### src/rtl/dmem_arb_pkg.sv
// Shared types and default parameters for the data-memory arbiter.
package dmem_arb_pkg;

    localparam int ADDR_W_DEF       = 16;
    localparam int DATA_W_DEF       = 16;
    localparam int STARVE_LIMIT_DEF = 4;
    localparam int CNT_W            = 4;

    typedef enum logic [1:0] {
        S_IDLE  = 2'd0,
        S_WAIT  = 2'd1,
        S_STALL = 2'd2
    } arb_state_t;

endpackage

### src/rtl/arb_starve_cnt.sv
// Saturating count of consecutive cycles the host has lost to the core.
// hit flags that the count after this cycle's increment reaches limit.
module arb_starve_cnt
    import dmem_arb_pkg::*;
(
    input  logic             clk,
    input  logic             rst_n,
    input  logic             clr,
    input  logic             inc,
    input  logic [CNT_W-1:0] limit,
    output logic             hit
);

    logic [CNT_W-1:0] r_cnt;
    logic [CNT_W-1:0] w_cnt_nxt;

    // clr together with inc loads 1: first lost cycle of a fresh request
    always_comb begin
        w_cnt_nxt = r_cnt;
        if (clr) begin
            w_cnt_nxt = inc ? CNT_W'(1) : '0;
        end else if (inc && (r_cnt != '1)) begin
            w_cnt_nxt = r_cnt + CNT_W'(1);
        end
    end

    assign hit = inc && !clr && (w_cnt_nxt >= limit);

    always_ff @(posedge clk or negedge rst_n) begin
        if (!rst_n) begin
            r_cnt <= '0;
        end else begin
            r_cnt <= w_cnt_nxt;
        end
    end

endmodule

### src/rtl/dmem_arbiter.sv
// Single-port data-memory arbiter: core has zero-latency priority, the host
// wins when the core is idle or after STARVE_LIMIT lost cycles via a one-cycle core stall.
module dmem_arbiter
    import dmem_arb_pkg::*;
#(
    parameter int ADDR_W       = ADDR_W_DEF,
    parameter int DATA_W       = DATA_W_DEF,
    parameter int STARVE_LIMIT = STARVE_LIMIT_DEF
) (
    input  logic              clk,
    input  logic              rst_n,
    input  logic              core_rd_en,
    input  logic              core_wr_en,
    input  logic [ADDR_W-1:0] core_addr,
    input  logic [DATA_W-1:0] core_wdata,
    output logic [DATA_W-1:0] core_rdata,
    output logic              core_stall,
    input  logic              host_req,
    input  logic              host_we,
    input  logic [ADDR_W-1:0] host_addr,
    input  logic [DATA_W-1:0] host_wdata,
    output logic              host_gnt,
    output logic [DATA_W-1:0] host_rdata,
    output logic              host_rvalid,
    output logic              mem_en,
    output logic              mem_we,
    output logic [ADDR_W-1:0] mem_addr,
    output logic [DATA_W-1:0] mem_wdata,
    input  logic [DATA_W-1:0] mem_rdata
);

    arb_state_t r_state;
    arb_state_t w_state_nxt;
    logic       r_host_rvalid;
    logic       w_core_acc;
    logic       w_clr;
    logic       w_inc;
    logic       w_hit;

    assign w_core_acc  = core_rd_en | core_wr_en;
    assign core_rdata  = mem_rdata;
    assign host_rdata  = mem_rdata;
    assign host_rvalid = r_host_rvalid;

    // Counter control kept apart from next-state logic, which consumes hit
    always_comb begin
        w_clr = 1'b1;
        w_inc = 1'b0;
        if ((r_state != S_STALL) && w_core_acc && host_req) begin
            w_clr = (r_state == S_IDLE);
            w_inc = 1'b1;
        end
    end

    arb_starve_cnt u_starve_cnt (
        .clk   (clk),
        .rst_n (rst_n),
        .clr   (w_clr),
        .inc   (w_inc),
        .limit (CNT_W'(STARVE_LIMIT)),
        .hit   (w_hit)
    );

    always_comb begin
        core_stall  = 1'b0;
        host_gnt    = 1'b0;
        mem_en      = 1'b0;
        mem_we      = 1'b0;
        mem_addr    = '0;
        mem_wdata   = '0;
        w_state_nxt = S_IDLE;
        if (r_state == S_STALL) begin
            core_stall = 1'b1;
            host_gnt   = 1'b1;
            mem_en     = 1'b1;
            mem_we     = host_we;
            mem_addr   = host_addr;
            mem_wdata  = host_wdata;
        end else if (w_core_acc) begin
            mem_en    = 1'b1;
            mem_we    = core_wr_en;
            mem_addr  = core_addr;
            mem_wdata = core_wdata;
            if (host_req) begin
                if (r_state == S_IDLE) begin
                    w_state_nxt = S_WAIT;
                end else begin
                    w_state_nxt = w_hit ? S_STALL : S_WAIT;
                end
            end
        end else if (host_req) begin
            host_gnt  = 1'b1;
            mem_en    = 1'b1;
            mem_we    = host_we;
            mem_addr  = host_addr;
            mem_wdata = host_wdata;
        end
        // Reset must silence the memory and handshakes immediately, not at the next edge
        if (!rst_n) begin
            core_stall = 1'b0;
            host_gnt   = 1'b0;
            mem_en     = 1'b0;
            mem_we     = 1'b0;
        end
    end

    always_ff @(posedge clk or negedge rst_n) begin
        if (!rst_n) begin
            r_state       <= S_IDLE;
            r_host_rvalid <= 1'b0;
        end else begin
            r_state       <= w_state_nxt;
            r_host_rvalid <= host_gnt & ~host_we;
        end
    end

endmodule

### config.mk
export PLATFORM = sky130hd
export DESIGN_NAME = dmem_arbiter
export DESIGN_NICKNAME = d
export VERILOG_FILES = /design/src/rtl/dmem_arb_pkg.sv /design/src/rtl/arb_starve_cnt.sv /design/src/rtl/dmem_arbiter.sv
export SDC_FILE = /design/constraint.sdc
export NUM_CORES = 1
export LEC_CHECK = 0
export BUFFER_PORTS_ARGS = -buffer_cell sky130_fd_sc_hd__buf_2
export CORE_ASPECT_RATIO = 1.4
export CORE_UTILIZATION = 29
export DETAILED_ROUTE_END_ITERATION = 8
export PLACE_DENSITY = 0.82
export SYNTH_ARGS = -nofsm -noshare
export SYNTH_HDL_FRONTEND = slang
export SYNTH_SLANG_ARGS = --single-unit
### constraint.sdc
create_clock -name clk -period 1.68 [get_ports clk]
set_clock_uncertainty 0.1 [all_clocks]
set_input_delay 0.168 -clock clk [delete_from_list [all_inputs] [get_ports clk]]
set_output_delay 0.168 -clock clk [all_outputs]
set_load 0.03 [all_outputs]
# After elaboration in Yosys (flattened, before gate mapping)
# Cells that the tools add are included.
dict set report totals {
  ff_bits 7
  input_bits 86
  output_inout_bits 69
  wordCells 47
}
dict set report classes {
  addsub 1
  n_lt_le_gt_ge 1
  n_eq_ne 3
  n_mux 29
  bitwise_logic 3
  reduce_logical 7
}
# operator n
set op_table {}
lappend op_table {{$mux 16} 6}
lappend op_table {{$mux 1} 16}
lappend op_table {{$mux 2} 5}
lappend op_table {{$mux 4} 2}
lappend op_table {{$logic_and 1x1->1} 5}
lappend op_table {{$add 4x1->4 const B} 1}
lappend op_table {{$ge 4x3->1 const B} 1}
lappend op_table {{$ne 4x4->1 const B} 1}
lappend op_table {{$eq 2x2->1 const B} 1}
lappend op_table {{$logic_not 2->1} 1}
lappend op_table {{$ne 2x2->1 const B} 1}
lappend op_table {{$and 1x1->1} 1}
lappend op_table {{$logic_not 1->1} 1}
lappend op_table {{$not 1->1} 1}
lappend op_table {{$or 1x1->1} 1}

# Longest topological paths before layout
# Gate-level depths: netlist of the first run.
dict set report depth {
  word_depth 14
  depth_mapped 5
  mapped_depth_nobuf 5
}

# Cells and area by module
# A second synthesis of the first run with hierarchy kept.
dict set report hier_totals {
  cells_unflattened 132
  hier_area_um2 1122.3
}
# module n_inst cells_per_inst area_per_inst_um2 seq_area_each_um2
set by_module_without_submodules {}
lappend by_module_without_submodules {dmem_arbiter 1 96 783.3 75.1}
lappend by_module_without_submodules {arb_starve_cnt 1 36 339.1 100.1}

# Worst setup path before layout of the first run
# OpenSTA, ideal clock, no wires.
dict set report synth_path {
  kind {reg2out}
  start {register r_state[0]}
  end {output port mem_we}
  t_arrival_ps 1308
  required_time_ps 1412
  path_slack_ps 104
  path_stages_with_launch 6
  path_buffers 1
  path_cell_list {dfrtp_1 -> nor2b_4 -> a21o_1 -> buf_6 -> a21oi_1 -> nor2b_1}
}
dict set report synth_via {
  elab_chain_len 3
}
# item line_no
set synth_rtl {}
lappend synth_rtl {{start: declaration} dmem_arbiter.sv:32} ;# arb_state_t r_state;
lappend synth_rtl {{start signal: assignment} dmem_arbiter.sv:112} ;# r_state <= w_state_nxt;
lappend synth_rtl {{$eq 2x2->1} dmem_arbiter.sv:72} ;# if (r_state == S_STALL) begin
lappend synth_rtl {{$mux 1} dmem_arbiter.sv:72}
lappend synth_rtl {{$mux 1} dmem_arbiter.sv:99} ;# if (!rst_n) begin
lappend synth_rtl {{end: declaration} dmem_arbiter.sv:26} ;# output logic mem_we,
# Every way passes these cells.

# Final worst setup path of the first run
dict set report layout_path {
  start {register r_state[1]}
  end {output port mem_addr[5]}
}
dict set report layout_via {
  elab_chain_len 2
}
# item line_no
set layout_rtl {}
lappend layout_rtl {{$eq 2x2->1} dmem_arbiter.sv:72}
lappend layout_rtl {{$mux 16} dmem_arbiter.sv:72}
lappend layout_rtl {{end: declaration} dmem_arbiter.sv:27} ;# output logic [ADDR_W-1:0] mem_addr,
# Every way passes these cells.

==> impl_metrics.py, run 1 <==
metrics = {
    "synth": {
        "syn_area_sq_um": 1000,
        "yosysSeqAreaShare_pct": 17.5,
        "syn_area_per_cell_sq_um": 9.09,
        "synth_cells": 110,
        "ys_ff_latch": 7,
        "synth_nets": 197,
        "ys_warn_count": 0,
        "synth_cell_type_count": 28,
    },
    "global_routing": {
        "first_global_vias": 1243,
        "antenna_found_initial": 0,
        "grt_max_degree": 27,
        "grt-ovfl-total": 0,
        "grt_usage_pct": 22.7,
        "grt_pass1_wl_um": 5990,
    },
    "pwr": {
        "ir_drop_mv": 0.706,
        "internal_power_mw": 0.623,
        "swShare_pct": 38.5,
        "p_per_area_nw_per_um2": 589,
        "power_mw": 1.01,
        "comb_power_share_pct": 57.5,
        "p_seq_share_pct": 18.0,
        "power_switching_mw": 0.390,
        "p_leak_nw": 0.898,
        "clkPwrFrac_pct": 24.5,
    },
    "floorplanning": {
        "core_sq_um": 3210,
        "die_area_sq_um": 3690,
        "pin_count": 155,
        "num_rows": 24,
        "die_h_um": 71.5,
        "start_util_pct": 31.1,
        "die_w_um": 51.6,
    },
    "sta": {
        "timing.final.ws_setup_ns": -0.101,
        "finalHoldViolations": 0,
        "rsz0062_at_grt": "yes",
        "fin_setup_tns_ns": -2.38,
        "worst_pin_slew_ns": 0.439,
        "slew_headroom_pct": 70.6,
        "post-route-min-period_ns": 1.78,
        "finalSetupViolations": 34,
        "maxClockFrequency_ghz": 0.562,
        "finalCritPeriodShare_pct": 106,
        "drv_slew": 0,
    },
    "detailed_routing": {
        "drt-initial-drc-count": 32,
        "vias": 1246,
        "postRouteAntennaNets": 0,
        "first_pass_iters": 4,
        "routed_wl_um": 4450,
        "viasPerCell": 5.44,
        "drc": 0,
        "routedWlPerCell_um": 19.4,
    },
    "clock_network": {
        "numCtsBuffers": 3,
        "cts_root_buffer": "clkbuf_8",
        "cts_buffer_depth": 2,
        "clk_pin_slew_ns": 0.04,
        "htreeDepth": 1,
        "cts_tree": "done",
        "cts_sinks": 7,
        "clkLatencyLatePin_ns": 0.23,
    },
    "critical_path": {
        "cp_data_arrival_time_ns": 1.51,
        "crit_start": "r_state[1]$_DFF_PN0_",
        "timing.rr.start": "u_starve_cnt.r_cnt[0]$_DFF_PN0_",
        "rr_worst_depth": 5,
        "required_ns": 1.41,
        "start_kind": "register",
        "crit_family": "compound AO/OA/AOI/OAI gates",
        "cp_max_fo": 7,
        "max_stage_delay_ns": 0.37,
        "r2r_end": "r_state[0]$_DFF_PN0_",
        "end_kind": "output pin",
        "crit_type": "register to output pin",
        "cp_cell_sequence": "nor2b_4 > a21o_4 > buf_12 > a22o_1 > buf_6",
        "path_depth": 5,
        "worst_path_max_delay_cell": "dfrtp_1",
        "r2r_setup_slack_ns": 0.22,
        "crit_buf_inv": 2,
    },
    "finish": {
        "syn_to_final_growth_pct": 72.1,
        "final_util_pct": 53.5,
        "drive_gt1_share_pct": 68.4,
        "nets": 278,
        "diodes": 0,
        "fillers": 285,
    },
    "run_status": {
        "status": "finished, violations left",
        "violations": "negative setup slack",
    },
    "placement": {
        "gp_congestion": 0.856,
        "port_buffers": 106,
        "dpl.hpwl_um": 3010,
    },
    "worst_hold_path": {
        "holdPathStages": 2,
        "worstHoldStart": "host_we",
        "hold_class": "input port to register",
        "min_to": "host_rvalid$_DFF_PN0_",
    },
    "flow_run": {
        "drv_cap": 0,
    },
}
-- registers in the layout (all words and copies together) (netlist names) --
name and flops:
r_state 2, u_starve_cnt.r_cnt 4, host_rvalid 1
-- cell usage after synthesis, drive strengths merged --
library cell	number	share of area (%)
buf	39	31
a22o	32	28
dfrtp	7	18
nor2	7	3.6
nor2b	5	4.6
and2	3	2.1
a21oi	2	1.0
nand3	2	1.0
a21o	1	0.75
a311oi	1	0.88
a31oi	1	0.63
and3	1	0.63
ha	1	1.3
mux2	1	1.1
mux2i	1	1.0
nand2	1	0.38
o211a	1	1.0
o211ai	1	0.75
o21ai	1	0.50
o41a	1	1.1
xnor2	1	0.88
-- per-stage QoR --
stage	hold slack, ns	area (sq um)	setup WS, ns	instances
after CTS	0.0232	1670	-0.0742	228
final	0.0673	1720	-0.101	229
after detailed placement	-0.0665	1320	0.0805	220
after global placement	-0.0692	1320	0.0965	220
after global routing	0.0670	1720	-0.126	229
after floorplan	-0.228	1000	0.104	110
-- repair_timing --
| action | 4_1_cts | 5_1_grt |
|---|---|---|
| resized for setup | 74 | 4 |
| setup buffers | 2 | 0 |
| endpoints found under the setup margin | 34 | 34 |
| hold buffers | 1 | 0 |
| endpoints found under the hold margin | 7 | 0 |
| pin swaps | 2 | 6 |
| cloned | 1 | 1 |
-- power by group through the flow --
stage / clock network [mW] / registers [mW] / logic (mW)
detailed placement: 0 / 0.185 / 0.438
global placement: 0 / 0.184 / 0.437
global route: 0.255 / 0.183 / 0.605
CTS: 0.250 / 0.182 / 0.558
finish: 0.249 / 0.182 / 0.582
floorplan: 0 / 0.184 / 0.406
-- worst max-delay path by stage --
stage | slack [ns] | end
floorplan | 0.10 | mem_we
global placement | 0.1 | mem_addr[4]
detailed placement | 0.08 | mem_we
CTS | -0.07 | mem_addr[4]
global route | -0.13 | mem_we
finish | -0.10 | mem_addr[5]
-- area by class of cell --
cell class | count | area, sq um | share of cell area [%]
Clock buffer | 4 | 45.0 | 2.62
Multi-Input combinational cell | 64 | 576 | 33.5
Sequential cell | 7 | 175 | 10.2
Tap cell | 39 | 48.8 | 2.84
Timing Repair Buffer | 115 | 876 | 50.9
-- layout by cell type (no fill, tap or decap) --
cell type      instances
nor2_1                 5
o21ai_0                1
and2_4                 1
nor2b_4                2
buf_2                 72
mux2i_1                1
buf_6                 34
dlygate4sd3_1          1
nand3_1                2
a21o_4                 1
clkbuf_8               3
nor2b_1                3
a21oi_1                1
and2_1                 2
a21oi_4                1
buf_12                 2
a22o_4                 5
a22o_1                27
xnor2_1                1
o211ai_1               1
nor2_2                 1
buf_16                 1
clkbuf_16              1
ha_1                   1
a31oi_1                1
mux2_2                 1
nand2_1                1
nor2_4                 1
o211a_1                1
and3_1                 1
o41a_1                 1
dfrtp_1                7
buf_4                  4
a311oi_1               1
clkbuf_1               1
-- worst reg2reg max path, cell delays in order (launching register included) --
cell and delay (ns):
dfrtp_1 0.41, ha_1 0.25, and2_1 0.17, a21oi_1 0.13, nor2_1 0.08, o211a_1 0.21
-- metal layers --
| metal | global-route usage (%) | share of wire [%] | up-vias |
|---|---|---|---|
| met5 | 0 | 0 | - |
| met4 | 13.2 | 4.1 | 0 |
| met3 | 7.01 | 11 | 29 |
| met2 | 39.5 | 50 | 110 |
| met1 | 23.1 | 35 | 565 |
| li1 | - | - | 542 |
-- cells by family after synthesis --
family	after synthesis	synth area share [%]
AOI/OAI and AO/OA	41	34.7
xor gates and xnor gates	1	0.876
adders and majority gates	1	1.25
buffers and inverters	39	31.2
DFF	7	17.5
muxes	2	2.13
and+or+nand+nor	19	12.4
Note: power is estimated with default switching activity, not from simulation.
==> run 2: changes to the inputs <==
CORE_UTILIZATION = 26   (was 29)
PLACE_DENSITY = 0.78   (was 0.82)
clock period = 1.5 ns   (was 1.68 ns; I/O delays follow)
==> run 2 against run 1 <==
The run still ends with negative setup slack left. Non-clock buffer count increased by 6. Core utilization decreased by 5.0 points. Design area increased by 3.8%. Global-route usage decreased by 4.0 points. Sequential cell count unchanged. Wire length decreased by 12%. Die area increased by 11%. Via count decreased by 4.3%. Count of clock-buffer cells in the layout decreased by 1. Cell count increased by 3.9%. First-iteration DRC count decreased by 75%. Critical path type unchanged.
==> impl_metrics.py, run 2 (synthesis gave the netlist of run 1 again) <==
metrics = {
    "run_status": {
        "status": "finished, violations left",
        "violations": "negative setup slack",
    },
    "critical_path": {
        "cp_data_arrival_time_ns": 1.50,
        "timing.rr.start": "r_state[1]$_DFF_PN0_",
        "end_kind": "output pin",
        "start_kind": "register",
        "required_ns": 1.25,
        "crit_start": "r_state[1]$_DFF_PN0_",
        "cp_max_fo": 13,
        "crit_type": "register to output pin",
    },
    "pwr": {
        "p_per_area_nw_per_um2": 627,
        "p_leak_nw": 0.932,
        "ir_drop_mv": 0.399,
    },
    "sta": {
        "worst_pin_slew_ns": 0.383,
        "finalHoldViolations": 0,
        "slew_headroom_pct": 74.3,
        "post-route-min-period_ns": 1.75,
        "finalSetupViolations": 36,
        "finalCritPeriodShare_pct": 117,
        "timing.final.ws_setup_ns": -0.253,
        "rsz0062_at_grt": "yes",
        "fin_setup_tns_ns": -7.70,
        "maxClockFrequency_ghz": 0.570,
        "drv_slew": 0,
    },
    "clock_network": {
        "clkLatencyLatePin_ns": 0.23,
        "cts_buffer_depth": 2,
        "numCtsBuffers": 3,
        "clk_pin_slew_ns": 0.04,
        "cts_sinks": 7,
        "cts_root_buffer": "clkbuf_8",
        "htreeDepth": 1,
        "cts_tree": "done",
    },
    "floorplanning": {
        "die_area_sq_um": 4100,
        "core_sq_um": 3680,
        "die_w_um": 54.4,
        "num_rows": 26,
        "die_h_um": 75.4,
        "pin_count": 155,
        "start_util_pct": 27.2,
    },
    "placement": {
        "gp_congestion": 0.773,
        "post-place-ws_ns": -0.117,
        "dpl.hpwl_um": 2780,
        "port_buffers": 106,
    },
    "detailed_routing": {
        "vias": 1193,
        "drc": 0,
        "drt-initial-drc-count": 8,
        "routed_wl_um": 3930,
        "viasPerCell": 5.01,
        "routedWlPerCell_um": 16.5,
        "first_pass_iters": 4,
        "postRouteAntennaNets": 0,
    },
    "finish": {
        "largest_reg_flops": 4,
        "diodes": 0,
        "syn_to_final_growth_pct": 78.6,
        "layout_common_cells": "70 x buf_2, 39 x buf_6, 28 x a22o_1",
        "layout_commonest_cell": "buf_2",
        "fillers": 347,
        "drive_gt1_share_pct": 71.4,
        "nets": 284,
        "top_register": "u_starve_cnt.r_cnt",
    },
    "global_routing": {
        "grt_usage_pct": 18.7,
        "grt_pass1_wl_um": 5380,
        "first_global_vias": 1172,
        "grt-ovfl-total": 0,
        "grt_max_degree": 27,
        "antenna_found_initial": 0,
    },
    "worst_hold_path": {
        "worstHoldStart": "host_we",
        "hold_class": "input port to register",
    },
    "flow_run": {
        "drv_cap": 0,
    },
}
-- run 2: repair_timing --
action,CTS,global route
setup buffers,6,1
endpoints found under the setup margin,35,39
pin swaps,2,1
hold buffers,1,0
cloned,1,0
hold endpoints to repair,7,0
resized for setup,80,8
-- run 2: report_power, final --
part / internal (mW) / total (mW) / leakage, nW / switching [mW]
combinational: 0.323 / 0.645 / 0.813 / 0.323
sequential: 0.197 / 0.205 / 0.0940 / 0.00788
clock: 0.180 / 0.269 / 0.0255 / 0.0891
total: 0.700 / 1.12 / 0.932 / 0.420
-- run 2: worst paths after layout --
path | endpoint | slack (ns) | cells after the start
min | host_rvalid$_DFF_PN0_ | 0.06 | 2
max reg2reg | host_rvalid$_DFF_PN0_ | 0.03 | 6
min reg2reg | r_state[1]$_DFF_PN0_ | 0.50 | 2
max | mem_addr[8] | -0.25 | 5
min in group asynchronous | u_starve_cnt.r_cnt[1]$_DFF_PN0_ | 0.35 | 2
max in group asynchronous | host_rvalid$_DFF_PN0_ | 0.70 | 2
-- run 2: per-stage QoR --
stage | cell area, sq um | utilization [%] | total power, mW | cells | hold slack [ns]
6_report | 1790 | 48.6 | 1.12 | 238 | 0.0601
2_1_floorplan | 1000 | - | 0.662 | 110 | -0.246
4_1_cts | 1740 | 47.4 | 1.12 | 237 | 0.0492
3_3_place_gp | 1340 | 36.6 | 0.697 | 225 | -0.0792
3_5_place_dp | 1340 | 36.6 | 0.697 | 225 | -0.0747
5_1_grt | 1790 | 48.6 | 1.18 | 238 | 0.0489
-- run 2: layer usage --
layer  wire length (um)  GRT usage, %  vias to the layer above
li1                   -             -                      550
met1               1580          21.1                      545
met5                  0             0                        -
met3                500          8.38                       15
met4                 67          5.70                        0
met2               1780          31.0                       83
-- run 2: critical path, cell delays in order, from the launching register on --
cell	delay, ns
dfrtp_1	0.38
nor2b_4	0.15
a21o_4	0.22
buf_12	0.15
a22o_1	0.21
buf_6	0.15
-- run 2: layout make-up --
class / count / area, sq um / share of cell area, %
clock inverters: 1 / 5.00 / 0.280
flip-flops and latches: 7 / 175 / 9.81
multi-input cells: 64 / 584 / 32.7
well taps: 42 / 52.6 / 2.94
repair buffers: 121 / 927 / 51.9
clock buffers: 3 / 41.3 / 2.31
==> run 3: changes to the inputs <==
CORE_AREA = 2 2 60 62   (was default)
CORE_ASPECT_RATIO = default   (was 1.4)
CORE_UTILIZATION = default   (was 26)
DIE_AREA = 0 0 62 64   (was default)
PLACE_DENSITY = 0.84   (was 0.78)
clock period = 2.1 ns   (was 1.5 ns; I/O delays follow)
==> run 3 against run 2 <==
The run now ends clean. Design area shrank 24%. Die area shrank 3.2%. Largest cell class unchanged. Highest routed layer unchanged. Sequential share of layout area grew 3.1 points.
==> impl_metrics.py, run 3 (synthesis gave the netlist of run 1 again) <==
metrics = {
    "pwr": {
        "p_leak_nw": 0.772,
        "ir_drop_mv": 0.134,
        "p_per_area_nw_per_um2": 449,
        "power_mw": 0.609,
    },
    "sta": {
        "slew_headroom_pct": 68.5,
        "finalSetupViolations": 0,
        "drv_slew": 0,
        "timing.hold.ws_ns": 0.0420,
        "maxClockFrequency_ghz": 0.527,
        "finalCritPeriodShare_pct": 90.4,
        "rsz0062_at_grt": "no",
        "post-route-min-period_ns": 1.90,
        "fin_setup_tns_ns": 0,
        "worst_pin_slew_ns": 0.470,
        "finalHoldViolations": 0,
    },
    "detailed_routing": {
        "first_pass_iters": 4,
        "viasPerCell": 4.73,
        "postRouteAntennaNets": 0,
        "drt-initial-drc-count": 79,
        "routed_wl_um": 2840,
        "drc": 0,
        "vias": 1098,
        "routedWlPerCell_um": 12.3,
    },
    "critical_path": {
        "crit_type": "register to output pin",
        "rr_worst_depth": 5,
        "r2r_end": "r_state[0]$_DFF_PN0_",
        "cp_max_fo": 28,
        "cp_data_arrival_time_ns": 1.59,
        "timing.rr.start": "u_starve_cnt.r_cnt[0]$_DFF_PN0_",
        "required_ns": 1.79,
        "cp-endpoint": "mem_we",
        "end_kind": "output pin",
        "r2r_setup_slack_ns": 0.63,
        "crit_start": "r_state[0]$_DFF_PN0_",
        "start_kind": "register",
    },
    "floorplanning": {
        "die_area_sq_um": 3970,
        "start_util_pct": 30.4,
        "die_h_um": 64,
        "pin_count": 155,
        "die_w_um": 62,
        "core_sq_um": 3280,
        "num_rows": 21,
    },
    "flow_run": {
        "drv_cap": 0,
    },
    "worst_hold_path": {
        "hold_class": "input port to register",
    },
    "finish": {
        "nets": 274,
        "drive_gt1_share_pct": 64.0,
        "diodes": 0,
        "largest_reg_flops": 4,
        "layout_commonest_cell": "buf_2",
        "layout_common_cells": "106 x buf_2, 32 x a22o_1, 7 x dfrtp_1",
        "top_register": "u_starve_cnt.r_cnt",
        "syn_to_final_growth_pct": 35.5,
    },
    "clock_network": {
        "clk_pin_slew_ns": 0.05,
        "cts_buffer_depth": 2,
        "cts_tree": "done",
        "cts_setup_buffers": 0,
        "htreeDepth": 1,
        "clkLatencyLatePin_ns": 0.26,
        "cts_sinks": 7,
        "postCtsResizedCells": 0,
        "numCtsBuffers": 3,
        "cts_root_buffer": "clkbuf_4",
    },
    "placement": {
        "dpl.hpwl_um": 2360,
        "port_buffers": 106,
        "gp_congestion": 0.827,
    },
    "global_routing": {
        "grt_pass1_wl_um": 4170,
        "antenna_found_initial": 0,
        "grt_usage_pct": 13.4,
        "grt_max_degree": 29,
        "first_global_vias": 992,
        "grt-ovfl-total": 0,
    },
    "run_status": {
        "status": "completed",
    },
}
run 3: changes by cell type in the layout (fill, tap and decap cells not counted), moves of 2 or more:
cell      before  now
a22o_1        28   32
a22o_4         4    0
buf_2         70  106
buf_4          8    3
buf_6         39    0
clkbuf_4       0    3
clkbuf_8       3    0
nor2b_1        1    3
run 3: layout make-up:
type	count	area [sq um]
clock buffers	4	26.3
fillers	346	1930
multi-input cells	64	513
flip-flops and latches	7	175
well taps	46	57.6
repair buffers	111	583
run 3: critical path: stages, from the launching register on:
cell and delay [ns]:
dfrtp_1 0.41, nor2b_4 0.19, a21o_1 0.18, buf_12 0.18
a21oi_1 0.08, nor2b_1 0.09, buf_2 0.19
run 3: what timing repair did:
item	CTS	global route
endpoints found under the hold margin	7	0
setup endpoints to repair	0	0
hold buffers	1	0
run 3: per-layer routing:
| layer | global-route usage (%) | routed length [um] | vias to the layer above |
|---|---|---|---|
| li1 | - | - | 530 |
| met1 | 13.6 | 1040 | 491 |
| met2 | 23.8 | 1500 | 68 |
| met3 | 4.05 | 259 | 9 |
| met4 | 6.38 | 42 | 0 |
| met5 | 0 | 0 | - |
run 3: report_power, final:
part           internal, mW  switching (mW)
combinational         0.140           0.197
sequential            0.140         0.00551
clock                0.0728          0.0541
total                 0.353           0.256
run 3: how the worst min path moves through the flow:
stage | to | slack, ns | cells past startpoint | startpoint
3_5_place_dp | u_starve_cnt.r_cnt[0]$_DFF_PN0_ | -0.03 | 1 | rst_n
3_3_place_gp | u_starve_cnt.r_cnt[0]$_DFF_PN0_ | -0.03 | 1 | rst_n
2_1_floorplan | host_rvalid$_DFF_PN0_ | -0.19 | 0 | rst_n
6_report | host_rvalid$_DFF_PN0_ | 0.04 | 2 | host_we
5_1_grt | host_rvalid$_DFF_PN0_ | 0.04 | 2 | host_we
4_1_cts | host_rvalid$_DFF_PN0_ | 0.04 | 2 | host_we
run 3: metrics by stage:
stage | setup WS, ns | instances | area, sq um | utilization (%)
6_report | 0.201 | 232 | 1360 | 41.3
3_3_place_gp | 0.504 | 227 | 1320 | 40.2
4_1_cts | 0.183 | 232 | 1360 | 41.3
5_1_grt | 0.0929 | 232 | 1360 | 41.3
2_1_floorplan | 0.482 | 110 | 1000 | -
3_5_place_dp | 0.460 | 227 | 1320 | 40.2
